===== src/rtl/sr_pkg.sv =====
// Shared types and helpers for the PISO serializer.
// Defining SR_PISO_CTRL_PARITY_EN adds the PARITY state (even-parity bit after each word).
package sr_pkg;

`ifdef SR_PISO_CTRL_PARITY_EN
    typedef enum logic [1:0] {StIdle, StShift, StParity} piso_state_e;
`else
    typedef enum logic [0:0] {StIdle, StShift} piso_state_e;
`endif

    // Ceil log2, floored at 1 so the counter always has at least one bit.
    function automatic int unsigned cnt_width(input int unsigned width);
        int unsigned w;
        w = 1;
        while ((1 << w) < width) w++;
        return w;
    endfunction

endpackage


===== src/rtl/sr_piso_shifter.sv =====
// Left-shifting register for the PISO serializer; msb is the bit currently on the wire.
module sr_piso_shifter #(
    parameter int unsigned WIDTH = 4
) (
    input  logic             clk,
    input  logic             reset,
    input  logic             load,
    input  logic             shift,
    input  logic [WIDTH-1:0] d,
    output logic             msb
);

    logic [WIDTH-1:0] sr_q;

    // Zero fill means the register drains to 0 once a word is fully emitted.
    always_ff @(posedge clk) begin
        if (reset) begin
            sr_q <= '0;
        end else if (load) begin
            sr_q <= d;
        end else if (shift) begin
            sr_q <= {sr_q[WIDTH-2:0], 1'b0};
        end
    end

    assign msb = sr_q[WIDTH-1];

endmodule


===== src/rtl/sr_piso_ctrl.sv =====
// Parallel-in serial-out controller: MSB-first, back-to-back streaming without bubbles.
// Define SR_PISO_CTRL_PARITY_EN to append an even-parity bit to each word.
module sr_piso_ctrl
    import sr_pkg::*;
#(
    parameter int unsigned WIDTH = 4
) (
    input  logic             clk,
    input  logic             reset,
    input  logic [WIDTH-1:0] in_data,
    input  logic             in_valid,
    output logic             in_ready,
    output logic             ser_out,
    output logic             ser_valid,
    output logic             ser_last,
    output logic             busy
);

    localparam int unsigned CW = cnt_width(WIDTH);
    localparam logic [CW-1:0] CntMax = CW'(WIDTH - 1);

    piso_state_e      state_q;
    logic [CW-1:0]    cnt_q;
    logic             ser_valid_q;
    logic             ser_last_q;
    logic             last_bit;
    logic             accept;
    logic             sh_load;
    logic             sh_shift;
    logic [WIDTH-1:0] sh_d;

    assign last_bit = (state_q == StShift) && (cnt_q == '0);
    assign accept   = in_valid && in_ready;

`ifdef SR_PISO_CTRL_PARITY_EN
    logic parity_q;

    assign in_ready = (state_q == StIdle) || (state_q == StParity);
    // The parity bit rides through the shifter so ser_out stays a flop output.
    assign sh_load  = accept || last_bit;
    assign sh_d     = accept ? in_data : {parity_q, {(WIDTH-1){1'b0}}};
`else
    assign in_ready = (state_q == StIdle) || last_bit;
    assign sh_load  = accept;
    assign sh_d     = in_data;
`endif

    assign sh_shift = (state_q != StIdle) && !sh_load;
    assign busy      = (state_q != StIdle);
    assign ser_valid = ser_valid_q;
    assign ser_last  = ser_last_q;

    always_ff @(posedge clk) begin
        if (reset) begin
            state_q     <= StIdle;
            cnt_q       <= '0;
            ser_valid_q <= 1'b0;
            ser_last_q  <= 1'b0;
`ifdef SR_PISO_CTRL_PARITY_EN
            parity_q    <= 1'b0;
`endif
        end else if (accept) begin
            state_q     <= StShift;
            cnt_q       <= CntMax;
            ser_valid_q <= 1'b1;
            ser_last_q  <= 1'b0;
`ifdef SR_PISO_CTRL_PARITY_EN
            parity_q    <= ^in_data;
`endif
        end else begin
            case (state_q)
                StShift: begin
                    if (cnt_q != '0) begin
                        cnt_q <= cnt_q - CW'(1);
`ifdef SR_PISO_CTRL_PARITY_EN
                        ser_last_q <= 1'b0;
`else
                        ser_last_q <= (cnt_q == CW'(1));
`endif
                    end else begin
`ifdef SR_PISO_CTRL_PARITY_EN
                        state_q    <= StParity;
                        ser_last_q <= 1'b1;
`else
                        state_q     <= StIdle;
                        ser_valid_q <= 1'b0;
                        ser_last_q  <= 1'b0;
`endif
                    end
                end
`ifdef SR_PISO_CTRL_PARITY_EN
                StParity: begin
                    state_q     <= StIdle;
                    ser_valid_q <= 1'b0;
                    ser_last_q  <= 1'b0;
                end
`endif
                default: begin
                    state_q     <= StIdle;
                    ser_valid_q <= 1'b0;
                    ser_last_q  <= 1'b0;
                end
            endcase
        end
    end

    sr_piso_shifter #(
        .WIDTH(WIDTH)
    ) u_shifter (
        .clk  (clk),
        .reset(reset),
        .load (sh_load),
        .shift(sh_shift),
        .d    (sh_d),
        .msb  (ser_out)
    );

endmodule


===== config.mk =====
export PLATFORM = sky130hd
export DESIGN_NAME = sr_piso_ctrl
export DESIGN_NICKNAME = d
export VERILOG_FILES = /design/src/rtl/sr_pkg.sv /design/src/rtl/sr_piso_shifter.sv /design/src/rtl/sr_piso_ctrl.sv
export SDC_FILE = /design/constraint.sdc
export NUM_CORES = 1
export LEC_CHECK = 0
export CORE_AREA = 5 5 42 44
export CTS_CLUSTER_DIAMETER = 200
export DETAILED_ROUTE_END_ITERATION = 6
export DIE_AREA = 0 0 47 49
export GPL_TIMING_DRIVEN = 0
export HOLD_SLACK_MARGIN = 0.08
export PLACE_DENSITY = 0.57
export SETUP_SLACK_MARGIN = 0.5
export SLEW_MARGIN = 0
export SYNTH_ARGS = -nofsm -noshare
export SYNTH_HDL_FRONTEND = slang
export SYNTH_SLANG_ARGS = --single-unit

===== constraint.sdc =====
create_clock -name clk -period 1.5 [get_ports clk]
set_clock_uncertainty 0.15 [all_clocks]
set_input_delay 0.3 -clock clk [delete_from_list [all_inputs] [get_ports clk]]
set_output_delay 0.3 -clock clk [all_outputs]
set_load 0.01 [all_outputs]

---- Word level (Yosys, flattened, before mapping) ----
Index checks and enable logic that the tools add are counted.
word-level totals
  memory bits (writable) .................. 0
  ROM bits ................................ 0
  memories kept ........................... 0
  register bits ........................... 9
  bits in latches ......................... 0
cells by class
  reductions and logical operators ........ 12
  div/mod/pow operators ................... 0
  multipliers ............................. 0
  shifts and indexed selects .............. 0
  order comparisons ....................... 0
  add/sub/neg operators ................... 1
  equal/unequal tests ..................... 2
  bitwise logic cells ..................... 2
  mux-type cells .......................... 11
operators with widths
  operator                                                                number
  4-bit 2-to-1 mux                                                        2
  2-bit nonzero test                                                      4
  1-bit 2-to-1 mux                                                        6
  2-bit 2-to-1 mux                                                        3
  4-bit OR reduction                                                      1
  1-bit logical AND                                                       3
  3-bit inequality test (second input constant)                           1
  2-bit by 1-bit equality test with 1-bit output (second input constant)  1
  2-bit logical NOT                                                       1
  1-bit inverter                                                          2
  2-bit AND reduction                                                     1
  2-bit by 1-bit subtractor with 2-bit output (second input constant)     1
  1-bit logical NOT                                                       1
  1-bit logical OR                                                        1

---- Logic depth before layout (Yosys ltp) ----
Gate-level depths: netlist (run 1).
  word-level depth ........................ 8
  depth in mapped cells ................... 7
  gate-level depth less buffers ........... 6

---- By module ----
From an unflattened synthesis (run 1), not the netlist that was laid out.
unflattened totals
  cell total of the unflattened synthesis .. 41
  area total of the unflattened synthesis .. 384.1 µm²
modules (own cells, without submodules)
  module           area an instance (µm²)  cells an instance  times used
  sr_piso_ctrl     211.5                   24                 1
  sr_piso_shifter  172.7                   17                 1

---- Least setup slack after synthesis (run 1) ----
Ideal clock, no wire load.
  path type ............................... register -> register
  start point ............................. reg cnt_q[0]
  end point ............................... reg u_shifter.sr_q[0]
  period minus slack after synthesis ...... 1439 ps
  path slack .............................. 61 ps
  data arrival time ....................... 1162 ps
  stages on the path, launching flop included .. 8
  setup time .............................. 127 ps
  path buffers ............................ 1
  cells stage by stage .................... dfxtp_1 inv_1 ha_1 nor2b_4 buf_6 clkinv_8 a32oi_1 nor2_1
between the ends
  word-level cells in the longest chain between the ends .. 7
ends and longest elaborated chain
  what                                 line                   RTL
  start: declaration                   sr_piso_ctrl.sv:23     logic [CW-1:0] cnt_q;
  start signal: assignment             sr_piso_ctrl.sv:64     cnt_q <= CntMax;
  start signal: assignment             sr_piso_ctrl.sv:74     cnt_q <= cnt_q - CW'(1);
  2-bit logical NOT (*)                sr_piso_ctrl.sv:32     assign last_bit = (state_q == StShift) && (cnt_q == '0);
  1-bit logical AND (*)                sr_piso_ctrl.sv:32
  1-bit logical OR (*)                 sr_piso_ctrl.sv:43     assign in_ready = (state_q == StIdle) || last_bit;
  named net in_ready                   sr_piso_ctrl.sv:12     output logic in_ready,
  1-bit logical AND (*)                sr_piso_ctrl.sv:33     assign accept = in_valid && in_ready;
  1-bit logical NOT                    sr_piso_ctrl.sv:48     assign sh_shift = (state_q != StIdle) && !sh_load;
  1-bit logical AND                    sr_piso_ctrl.sv:48
  2-bit nonzero test (no source line)  n/a
  end signal: assignment               sr_piso_shifter.sv:22  sr_q <= {sr_q[WIDTH-2:0], 1'b0};
  end: declaration                     sr_piso_shifter.sv:13  logic [WIDTH-1:0] sr_q;
The timed path passes the listed nets; every way through them passes the cells marked *.
A chain may end at the register's enable or synchronous reset.

---- Final worst setup path (run 1) ----
  start point ............................. reg cnt_q[0]
  end point ............................... out in_ready
between the ends
  word-level cells in the longest chain between the ends .. 3
ends and longest elaborated chain
  what               line
  2-bit logical NOT  sr_piso_ctrl.sv:32
  1-bit logical AND  sr_piso_ctrl.sv:32
  1-bit logical OR   sr_piso_ctrl.sv:43
  end: declaration   sr_piso_ctrl.sv:12
No other way between the ends.

==> results_dict.tcl, run 1 <==
set metrics [dict create \
    port-buffer-count 9 \
    whs_ns 0.158 \
    ir_drop_v 0.000736 \
    critPathLaunchType "flop" \
    core_area_um2 1400 \
    routed_wl_mm 1.15 \
    yosys_warnings 0 \
    drt_iter0_drc 4 \
    place.gp.congestion 0.624 \
    p_leak_uw 0.000307 \
    hpwlAfterDp_um 625 \
    status "complete, but fails checks" \
    htreeDepth 1 \
    top_usage_layer "met2" \
    routedWlPerCell_um 13.4 \
    cpPeakStageDelay_ns 0.34 \
    seqPwrFrac 0.409 \
    worstPathArrival_ns 1.19 \
    io_pins 12 \
    end_kind "output pin" \
    min_period_ns 1.64 \
    dieHeight_um 49 \
    fin_util 0.541 \
    final_nets 80 \
    fp.dieArea_um2 2300 \
    cts-root-buf "clkbuf_4" \
    vias_per_cell 4.84 \
    finalSetupViolCount 6 \
    async_flop_share 0 \
    ys_seq_area_frac 0.419 \
    synth_nets 54 \
    min_path_type "in2reg" \
    critical_path_class "reg2out" \
    dieWidth_um 47 \
    required_ns 1.05 \
    slew_violations 0 \
    drc 0 \
    violations "negative setup slack" \
    start_util 0.307 \
    vias 416 \
    worstPathMaxFanout 2 \
    worstMarginPinSlew_ns 0.552 \
    cts_buffer_depth 2 \
    pre_cts_slack_ns -0.323 \
    use_met1 0.121 \
    swShare 0.281 \
    hold_viol_final 0 \
    synth_top_area_cell "dfxtp_1" \
    yosys.area.top_type_share 0.419 \
    grt_max_degree 11 \
    fmax_mhz 609 \
    post-route-period-util 1.10 \
    path_clk_slew_ns 0.06 \
    cts_tree "done" \
    diodes 0 \
    path_cells "inv_2 > ha_4 > nor2b_4 > buf_8 > clkinv_8 > buf_6" \
    ys_ff_latch 9 \
    cp_slowest_cell "dfxtp_2" \
    rows 14 \
    drt-pass1-iter-count 2 \
    postCtsHoldBufs 0 \
    internal_power_uw 479 \
    use_met2 0.129 \
    drive_above_1_share 0.643 \
    grt_pass1_vias 360 \
    clk_latency_ns 0.26 \
    use_met3 0.0775 \
    combPwrFrac 0.304 \
    netlist_instances 45 \
    track_usage 0.0959 \
    grt_pass1_wl_mm 1.55 \
    max-slew-margin-rel 0.632 \
    max-cap-violations 0 \
    pwr-share-clk 0.287 \
    syn_to_final_growth_pct 76.2 \
    fill_cells 121 \
    overflow 0 \
    clock-sinks 9 \
    fin_ws_ns -0.143 \
    p_per_area_nw_per_um2 880 \
    syn_avg_cell_area_um2 9.56 \
    switchingPower_uw 188 \
    ys_types 19 \
    drtAntennaViolNets 0 \
    synth_area_um2 430 \
    rsz0062_at_grt "yes" \
    synth-edff-count 0 \
    ys.flop_type "dfxtp_1" \
    cts_buffers 3 \
    antenna_found_initial 0 \
    yosys-top-cells-area "dfxtp_1 (42%), ha_1 (5.8%), a211oi_1 (5.2%)" \
]
## stage by stage
step                      std cells  instance area [um^2]  total power (uW)  setup TNS [ns]
final                            86                   758               667          -0.293
after global routing             86                   758               703          -0.676
after CTS                        79                   656               625          -0.221
after detailed placement         70                   556               401          -0.323
after global placement           70                   556               400          -0.310
after floorplan                  45                   445               358               0
## worst paths after layout
kind,start,to,slack [ns],cells after the start
setup reg to reg,cnt_q[0],u_shifter.sr_q[0],-0.08,9
setup / recovery,cnt_q[0],in_ready,-0.14,6
hold reg to reg,u_shifter.sr_q[2],u_shifter.sr_q[3],0.33,2
hold / removal,in_valid,ser_valid,0.16,3
## registers in the layout, indices dropped and copies added (netlist names)
| signal | cells |
|---|---|
| u_shifter.sr_q | 4 |
| busy | 1 |
| cnt_q | 2 |
| ser_valid | 1 |
| ser_last | 1 |
## critical path: cells and delay by family, from the launching register on
| kind | cells | cell delay, ns |
|---|---|---|
| fa+ha+maj | 1 | 0.16 |
| buf+inv | 4 | 0.31 |
| flops | 1 | 0.34 |
| simple gates | 1 | 0.11 |
## layout make-up
cell class / instances / area, um^2 / area share
Multi-Input combinational cell: 28 / 254 / 0.335
Tap cell: 16 / 20.0 / 0.0264
Sequential cell: 9 / 186 / 0.246
Inverter: 5 / 31.3 / 0.0413
Timing Repair Buffer: 21 / 210 / 0.277
Buffer: 3 / 30.0 / 0.0396
Clock buffer: 4 / 26.3 / 0.0347
## cells by family (layout without fill, tap and decap cells)
| kind of cell | count (synthesis) | in the layout | share of synthesized area |
|---|---|---|---|
| simple gates | 16 | 16 | 0.212 |
| compound gates | 10 | 10 | 0.177 |
| flops | 9 | 9 | 0.419 |
| buf+inv | 8 | 33 | 0.134 |
| fa+ha+maj | 2 | 2 | 0.0581 |
## layer usage
layer / part of all wire / vias up
met5: 0 / -
met4: 0.0087 / 0
met3: 0.090 / 2
met2: 0.48 / 11
met1: 0.42 / 197
li1: - / 206
## what timing repair did
item / CTS / global route
resized for setup: 35 / 12
buffers inserted: 5 / 7
endpoints found under the setup margin: 14 / 14
pin swaps: 6 / 5
## layout by cell type, fill, tap and decap left out, drive strengths merged
cell type	netlist	layout
inv	4	4
nand3	2	2
a21oi	2	2
clkdlybuf4s50	0	4
buf	3	20
nor4	1	1
nor3	3	3
a211oi	3	3
a311oi	2	2
a32oi	1	1
nor2	5	5
nor3b	1	1
clkinv	1	1
dfxtp	9	9
nor2b	1	1
ha	2	2
o21ai	2	2
or2	1	1
nand2	2	2
clkbuf	0	4
## synthesized netlist by cell type, types with 2 or more instances
library cell / n
ha_1: 2
nand3_1: 2
a21oi_1: 2
inv_1: 4
nand2_1: 2
nor2_1: 5
nor3_1: 3
a211oi_1: 3
a311oi_1: 2
dfxtp_1: 9
o21ai_2: 2
buf_6: 2
## power groups by stage
stage	combinational (uW)	sequential (uW)	clock [uW]
final	203	273	191
after global routing	218	275	211
after CTS	155	273	197
after detailed placement	123	278	0
after global placement	122	278	0
after floorplan	78.7	279	0
No activity file was read; power rests on OpenSTA's default activity.
==> inputs of run 2 (changes only) <==
--- a/config.mk
+++ b/config.mk
@@ -12,6 +12,7 @@
 export GPL_TIMING_DRIVEN = 0
 export HOLD_SLACK_MARGIN = 0.08
 export PLACE_DENSITY = 0.57
+export RECOVER_POWER = 50
 export SETUP_SLACK_MARGIN = 0.5
 export SLEW_MARGIN = 0
 export SYNTH_ARGS = -nofsm -noshare
==> constraint.sdc (replaced) <==
create_clock -name clk -period 1.5 [get_ports clk]
set_clock_uncertainty 0.15 [all_clocks]
set_input_delay 0.3 -clock clk [delete_from_list [all_inputs] [get_ports clk]]
set_output_delay 0.3 -clock clk [all_outputs]
set_load 0.02 [all_outputs]
==> run 2 against run 1 <==
Critical path type unchanged; combinational power fell by 5%; sequential cell count unchanged; register-to-register slack barely moved; hold slack got worse by 0.0083 ns; worst setup slack lost 0.0057 ns; critical path depth did not move; count of clock-buffer cells in the layout unchanged; non-clock buffer count down 1; the run still ends with negative setup slack left; via count fell by 4.1%; routed wire length fell by 6.7%; final area down 4.1%.
==> results_dict.tcl, run 2 (same netlist as run 1, synthesis figures left out) <==
set metrics [dict create \
    status "complete, but fails checks" \
    violations "negative setup slack" \
    htreeDepth 1 \
    vias_per_cell 4.69 \
    io_pins 12 \
    fmax_mhz 607 \
    whs_ns 0.150 \
    diodes 0 \
    min_period_ns 1.65 \
    syn_to_final_growth_pct 68.9 \
    routed_wl_mm 1.07 \
    grt_pass1_wl_mm 1.59 \
    finalSetupViolCount 5 \
    reg_top3 "u_shifter.sr_q x4, cnt_q x2" \
    final_common_cell "buf_6" \
    worstPathArrival_ns 1.20 \
    max-cap-violations 0 \
    hold_viol_final 0 \
    drt-pass1-iter-count 4 \
    grt_pass1_vias 367 \
    largest_reg_flops 4 \
    overflow 0 \
    cts-root-buf "clkbuf_4" \
    drive_above_1_share 0.565 \
    cts_buffer_depth 2 \
    worstHoldPathCells 3 \
    vias 399 \
    track_usage 0.0968 \
    worstPathMaxFanout 2 \
    drt_iter0_drc 3 \
    p_leak_uw 0.000296 \
    placed_area_um2 557 \
    core_area_um2 1400 \
    finalNonFillerCells 85 \
    postCtsHoldBufs 0 \
    dp_cells 70 \
    post-route-period-util 1.10 \
    path_clk_slew_ns 0.06 \
    pre_cts_slack_ns -0.370 \
    r2r_slack_ns -0.08 \
    fin_ws_ns -0.149 \
    ir_drop_v 0.000585 \
    cts_tree "done" \
    end_kind "output pin" \
    critPathLaunchType "flop" \
    required_ns 1.05 \
    mostFrequentLayoutCells "buf_6 (8), buf_4 (7), nor2_1 (5), dfxtp_1 (5)" \
    hpwlAfterDp_um 609 \
    rsz0062_at_grt "yes" \
    start_util 0.307 \
    fill_cells 136 \
    final_area_um2 727 \
    worstMarginPinSlew_ns 0.536 \
    clk_latency_ns 0.26 \
    rows 14 \
    p_per_area_nw_per_um2 898 \
    min_path_type "in2reg" \
    dieHeight_um 49 \
    cts_buffers 3 \
    fp.dieArea_um2 2300 \
    antenna_found_initial 0 \
    grt_max_degree 11 \
    rr_worst_depth 9 \
    clock-sinks 9 \
    drc 0 \
    place.gp.congestion 0.673 \
    max-slew-margin-rel 0.643 \
    final_nets 79 \
    dieWidth_um 47 \
    port-buffer-count 9 \
    slew_violations 0 \
    fin_setup_tns_ns -0.295 \
    regMostFlops "u_shifter.sr_q" \
    routedWlPerCell_um 12.6 \
    critical_path_class "reg2out" \
    drtAntennaViolNets 0 \
]
-- run 2: critical path: stages (launching register included) --
cell      delay (ns)
dfxtp_2         0.35
inv_2           0.05
ha_4            0.16
nor2b_4         0.11
buf_8           0.12
clkinv_8        0.04
buf_8           0.12
-- run 2: where the power goes --
group          internal [uW]  switching [uW]
Clock                    103            84.8
Sequential               260            12.6
Combinational            107            85.3
-- run 2: metrics by stage --
| step | power (uW) | utilization |
|---|---|---|
| final | 652 | 0.519 |
| after global routing | 687 | 0.519 |
| after CTS | 627 | 0.470 |
| after detailed placement | 408 | 0.397 |
| after global placement | 407 | 0.397 |
| after floorplan | 365 | - |
-- run 2: worst paths after layout --
path / startpoint / endpoint
setup / recovery: cnt_q[0] / in_ready
hold / removal: in_valid / ser_valid
setup reg to reg: cnt_q[0] / u_shifter.sr_q[0]
hold reg to reg: u_shifter.sr_q[2] / u_shifter.sr_q[3]
-- run 2: final cells by class --
type                            count  area, um^2  area share
Tap cell                           16        20.0      0.0275
Inverter                            5        31.3      0.0430
Multi-Input combinational cell     28         233       0.320
Clock buffer                        4        26.3      0.0361
Timing Repair Buffer               20         201       0.277
Buffer                              3        30.0      0.0413
Sequential cell                     9         185       0.255
-- run 2: metal layers --
layer  up-vias  routed length (um)  global-route usage
met2        11                 520               0.149
met5         -                   0                   0
met1       181                 475               0.118
met4         0                   8              0.0138
met3         2                  69              0.0554
li1        205                   -                   -
-- run 2: timing repair --
item / in CTS / in global routing
cloned: 0 / 0
pin swaps: 5 / 6
endpoints found under the setup margin: 14 / 14
gates resized for setup: 40 / 7
setup buffers: 5 / 6
==> inputs of run 3 (changes only) <==
--- a/config.mk
+++ b/config.mk
@@ -14,6 +14,7 @@
 export PLACE_DENSITY = 0.57
 export RECOVER_POWER = 50
 export SETUP_SLACK_MARGIN = 0.5
+export SKIP_LAST_GASP = 1
 export SLEW_MARGIN = 0
 export SYNTH_ARGS = -nofsm -noshare
 export SYNTH_HDL_FRONTEND = slang
==> results of run 3 <==
No change in the layout: final DEF, timing and power equal those of run 2.
